===== src/rtl/ac_ph_packetizer.sv =====
// Collects one amplitude/phase pair per channel from the cascade. Once every channel
// has been refreshed, it snapshots the bank and streams it out as a checksummed byte packet.
module ac_ph_packetizer #(
  parameter int          CHANELS = 4,
  parameter int          DATA_W  = 32,
  parameter logic [7:0]  HEADER  = 8'hA5,
  localparam int         AW      = $clog2(CHANELS)
) (
  input  logic              clk,
  input  logic              rst,
  input  logic              i_vld,
  input  logic [AW-1:0]     i_addres,
  input  logic [DATA_W-1:0] i_ac,
  input  logic [DATA_W-1:0] i_ph,
  output logic [7:0]        o_data,
  output logic              o_valid,
  input  logic              o_ready,
  output logic              o_last,
  output logic              overrun,
  output logic              busy
);

  localparam int NB = DATA_W / 8;
  localparam int EB = 2 * NB;
  localparam int BW = $clog2(EB);

  typedef logic [EB-1:0][7:0] entry_t;
  typedef enum logic [2:0] {IDLE, HDR, SEQ, PAY, CSUM} state_t;

  state_t                   state_q, state_d;
  entry_t [CHANELS-1:0]     bank_q, bank_d, shadow_q, shadow_d;
  logic   [CHANELS-1:0]     mask_q, mask_d;
  logic   [AW-1:0]          ch_q, ch_d;
  logic   [BW-1:0]          byte_q, byte_d;
  logic   [7:0]             seq_q, seq_d, csum_q, csum_d;
  logic                     overrun_q, overrun_d;
  logic                     snap, wr_ok;
  logic   [7:0]             pay_byte;

  assign snap     = (state_q == IDLE) && (&mask_q);
  assign wr_ok    = i_vld && (int'(i_addres) < CHANELS);
  // Entries are stored {ac, ph}; byte EB-1 is the ac MSB, sent first.
  assign pay_byte = shadow_q[ch_q][BW'(EB-1) - byte_q];
  assign o_valid  = (state_q != IDLE);
  assign busy     = (state_q != IDLE);
  assign overrun  = overrun_q;

  // Capture path never stalls. A write on the snapshot edge lands after the mask clear.
  always_comb begin
    bank_d    = bank_q;
    mask_d    = snap ? '0 : mask_q;
    overrun_d = 1'b0;
    if (wr_ok) begin
      bank_d[i_addres] = {i_ac, i_ph};
      mask_d[i_addres] = 1'b1;
      if (mask_q[i_addres] && !snap) overrun_d = 1'b1;
    end
  end

  always_comb begin
    state_d  = state_q;
    shadow_d = shadow_q;
    ch_d     = ch_q;
    byte_d   = byte_q;
    seq_d    = seq_q;
    csum_d   = csum_q;
    o_data   = 8'h00;
    o_last   = 1'b0;
    case (state_q)
      IDLE: begin
        if (snap) begin
          shadow_d = bank_q;
          csum_d   = 8'h00;
          ch_d     = '0;
          byte_d   = '0;
          state_d  = HDR;
        end
      end
      HDR: begin
        o_data = HEADER;
        if (o_ready) state_d = SEQ;
      end
      SEQ: begin
        o_data = seq_q;
        if (o_ready) begin
          csum_d  = csum_q ^ seq_q;
          state_d = PAY;
        end
      end
      PAY: begin
        o_data = pay_byte;
        if (o_ready) begin
          csum_d = csum_q ^ pay_byte;
          if (byte_q == BW'(EB-1)) begin
            byte_d = '0;
            if (ch_q == AW'(CHANELS-1)) state_d = CSUM;
            else                        ch_d    = ch_q + 1'b1;
          end else begin
            byte_d = byte_q + 1'b1;
          end
        end
      end
      CSUM: begin
        o_data = csum_q;
        o_last = 1'b1;
        if (o_ready) begin
          seq_d   = seq_q + 8'd1;
          state_d = IDLE;
        end
      end
      default: state_d = IDLE;
    endcase
  end

  always_ff @(posedge clk) begin
    if (rst) begin
      state_q   <= IDLE;
      bank_q    <= '0;
      shadow_q  <= '0;
      mask_q    <= '0;
      ch_q      <= '0;
      byte_q    <= '0;
      seq_q     <= 8'h00;
      csum_q    <= 8'h00;
      overrun_q <= 1'b0;
    end else begin
      state_q   <= state_d;
      bank_q    <= bank_d;
      shadow_q  <= shadow_d;
      mask_q    <= mask_d;
      ch_q      <= ch_d;
      byte_q    <= byte_d;
      seq_q     <= seq_d;
      csum_q    <= csum_d;
      overrun_q <= overrun_d;
    end
  end

endmodule


===== config.mk =====
export PLATFORM = sky130hd
export DESIGN_NAME = ac_ph_packetizer
export DESIGN_NICKNAME = d
export VERILOG_FILES = /design/src/rtl/ac_ph_packetizer.sv
export SDC_FILE = /design/constraint.sdc
export NUM_CORES = 1
export LEC_CHECK = 0
export CORE_UTILIZATION = 55
export CTS_CLUSTER_SIZE = 10
export DETAILED_ROUTE_END_ITERATION = 7
export GPL_TIMING_DRIVEN = 0
export PLACE_DENSITY_LB_ADDON = 0.12
export SYNTH_ARGS = -nofsm -noshare
export SYNTH_HDL_FRONTEND = slang
export SYNTH_SLANG_ARGS = --single-unit

===== constraint.sdc =====
create_clock -name clk -period 5.5 [get_ports clk]
set_input_delay 0.825 -clock clk [delete_from_list [all_inputs] [get_ports clk]]
set_output_delay 0.825 -clock clk [all_outputs]
set_load 0.02 [all_outputs]

==> results.md <==
- YS warnings: 0
- Number of synthesized register bits: 541
- Final hold slack: 0.447 ns
- DRC: 0
- DR vias: 18894
- Worst VDD drop: 225 uV
- First-pass GRT wire length: 102000 um
- Outcome: finished, final reports clean
- Nets: 2777
- CP Launch Type: register
- Worst EP required: 4.68 ns
- Final Util: 0.640
- Max frequency: 0.184 GHz
- Die area: 39400 um2
- 1st-pass router iterations: 6
- RSZ-0062 raised after global routing: false
- Worst reg2reg path depth: 6
- Num rows: 71
- Clock-pin slew on the worst setup and hold paths: 0.05 ns
- PnR worst setup slack: 0.0505 ns
- Worst r2r src: ch_q[0]$_SDFFE_PP0P_
- CTS tree: done
- Initial DRC Count: 1551
- Routed wire length: 67200 um
- Synth async-reset ratio: 0
- Commonest non-fill, non-tap cell in the layout: nand2_1
- Fraction of layout cells with a size suffix above 1: 0.0547
- DP Worst Slack: 0.759 ns
- Syn nets: 2637
- Number of synthesized flops with an enable pin: 0
- Cts hold-fix bufs: 0
- Remaining antenna violation count: 0
- Setup TNS: 0 ns
- Synth Instances: 2563
- Max Cap Viol: 0
- Chip Height: 199 um
- Worst R2R Setup Slack: 2.06 ns
- Finished Cell Area: 24200 um2
- Power per Cell Area: 322 nW/um2
- Worst Setup End Kind: primary output
- Clock Tree Root: clkbuf_16
- Vias in the first global route: 18070
- CTS Buf Count: 60
- Die W: 199 um
- Sequential fraction of the synthesis area: 0.509
- Maximum clock insertion buffer count: 3
- RD Place Congestion: 0.922
- Total congestion overflow: 0
- Io pins: 82
- HPWL Detailed: 48100 um
- Post-cts gate resize count: 0
- CTS Sinks: 541
- Most frequent cells in the layout: 1036 x nand2_1, 541 x dfxtp_1, 530 x a21oi_1
- Reg2reg end: csum_q[6]$_SDFFE_PP0P_
- Hold Crit Start: bank_q[68]$_SDFFE_PP0P_
- Total power draw: 7.79 mW
- Port Buf Inserts: 78
- Max Transition Viols Final: 0
- Core area: 37800 um2
- Tot GR Track Use: 0.346
- Leakage dissipation: 7.92 nW
- Pin count of the biggest net entering global routing: 16
- Mapped Area: 21300 um2
- Worst-Skew Late Latency: 0.62 ns
- Vias per std cell: 5.87
- CP max FO: 10
- Antenna violations before repair: 1
- HP Class: reg2reg
- Area after DPL: 22700 um2
- Final min period: 5.45 ns
- Syn_area_per_cell: 8.29 um2
- H-tree levels: 2
- Setup bufs post-CTS: 0
- Worst setup endpoint: o_data[6]
- Inst Count DP: 3152
- Setup Skew: 0.0196 ns
- Final worst path period share: 0.991
- Final Hold Vio Count: 0
- Critical Path Start: ch_q[0]$_SDFFE_PP0P_
- Area Growth Syn to Fin: 14.0%
- Initial Util: 0.562
- DR WL/cell: 20.9 um
- Post-route insts no fill: 3220
- Unique masters post-synth: 53
- Prevailing post-synth register cell: dfxtp_1
- Critical path type: reg2out
- Worst rel slew slack: 0.140
- Final setup vio count: 0
- Pin slew with the least headroom to its limit: 1.28 ns
- WP data arrival: 4.62 ns
-- critical path: stages (launching register included) --
cell             delay [ns]
dfxtp_1                0.39
clkbuf_1               0.88
mux4_2                 0.45
o22ai_1                0.09
nor4_1                 1.06
mux2i_1                0.16
o21ai_0                0.32
clkdlybuf4s50_1        0.66
-- synth_stat cells, types with 4 or more instances --
library cell  instances  area [um2]
ha_1                  4        50.1
nor3_1                7        35.0
nand3_1               5        25.0
or3b_2                4        35.0
a32oi_1               5        43.8
mux4_1               24         631
buf_1                18        67.6
or4b_2                5        50.1
a31oi_1               6        37.5
nand3b_1              7        52.6
dfxtp_1             541       10800
mux2i_4               5         113
xor2_1                5        43.8
o21ai_0              12        60.1
nor2_1               23        86.3
nor2b_1               7        43.8
mux2i_1               5        50.1
o22ai_1              13        81.3
nand4b_1              5        43.8
a21oi_1             530        2650
buf_2                12        60.1
o21ai_1               5        25.0
nand2_1            1036        3890
clkbuf_1            172         646
o221ai_1              5        43.8
nor3b_1               4        30.0
mux4_2               51        1150
-- state kept, by name, indices dropped and copies added (netlist names) --
| register | cells |
|---|---|
| bank_q | 256 |
| byte_q | 3 |
| ch_q | 2 |
| csum_q | 8 |
| mask_q | 4 |
| overrun | 1 |
| seq_q | 8 |
| shadow_q | 256 |
| state_q | 3 |
-- worst min-delay path by stage --
stage,end,slack (ns),cells after the start
final,shadow_q[68]$_SDFFE_PP0P_,0.45,2
after global routing,shadow_q[175]$_SDFFE_PP0P_,0.47,2
after CTS,shadow_q[175]$_SDFFE_PP0P_,0.45,2
after detailed placement,shadow_q[176]$_SDFFE_PP0P_,0.44,2
after global placement,shadow_q[8]$_SDFFE_PP0P_,0.44,2
after floorplan,shadow_q[128]$_SDFFE_PP0P_,0.43,2
-- power by group --
| group | internal (mW) | switching, mW | total [mW] |
|---|---|---|---|
| logic | 0.104 | 0.236 | 0.340 |
| clock network | 1.92 | 1.51 | 3.43 |
| registers | 3.98 | 0.0358 | 4.02 |
| total | 6.00 | 1.79 | 7.79 |
-- cell families after synthesis --
logic type      Yosys count  synth area share
fa+ha+maj                 4           0.00235
xor+xnor                  7           0.00288
compound gates          586             0.142
mux                      85            0.0913
flops                   541             0.509
simple gates           1130             0.211
buf+inv                 210            0.0403
-- area by class of cell --
| type | instances | area (um2) |
|---|---|---|
| timing repair buffer | 78 | 781 |
| clock inverter | 3 | 32.5 |
| inverter | 2 | 7.51 |
| buffer | 208 | 848 |
| antenna | 1 | 2.50 |
| clock buffer | 64 | 1520 |
| sequential | 541 | 10800 |
| tap | 511 | 639 |
| multi-input combinational | 1812 | 9570 |
| fill | 3351 | 13600 |
-- per-layer routing --
metal | global-route usage | routed length, um | vias up
met4 | 0.153 | 2810 | 2
li1 | - | - | 8832
met2 | 0.553 | 30900 | 804
met1 | 0.453 | 28000 | 9068
met5 | 0 | 13 | -
met3 | 0.0690 | 5550 | 188
Note: power is estimated with default switching activity, not from simulation.
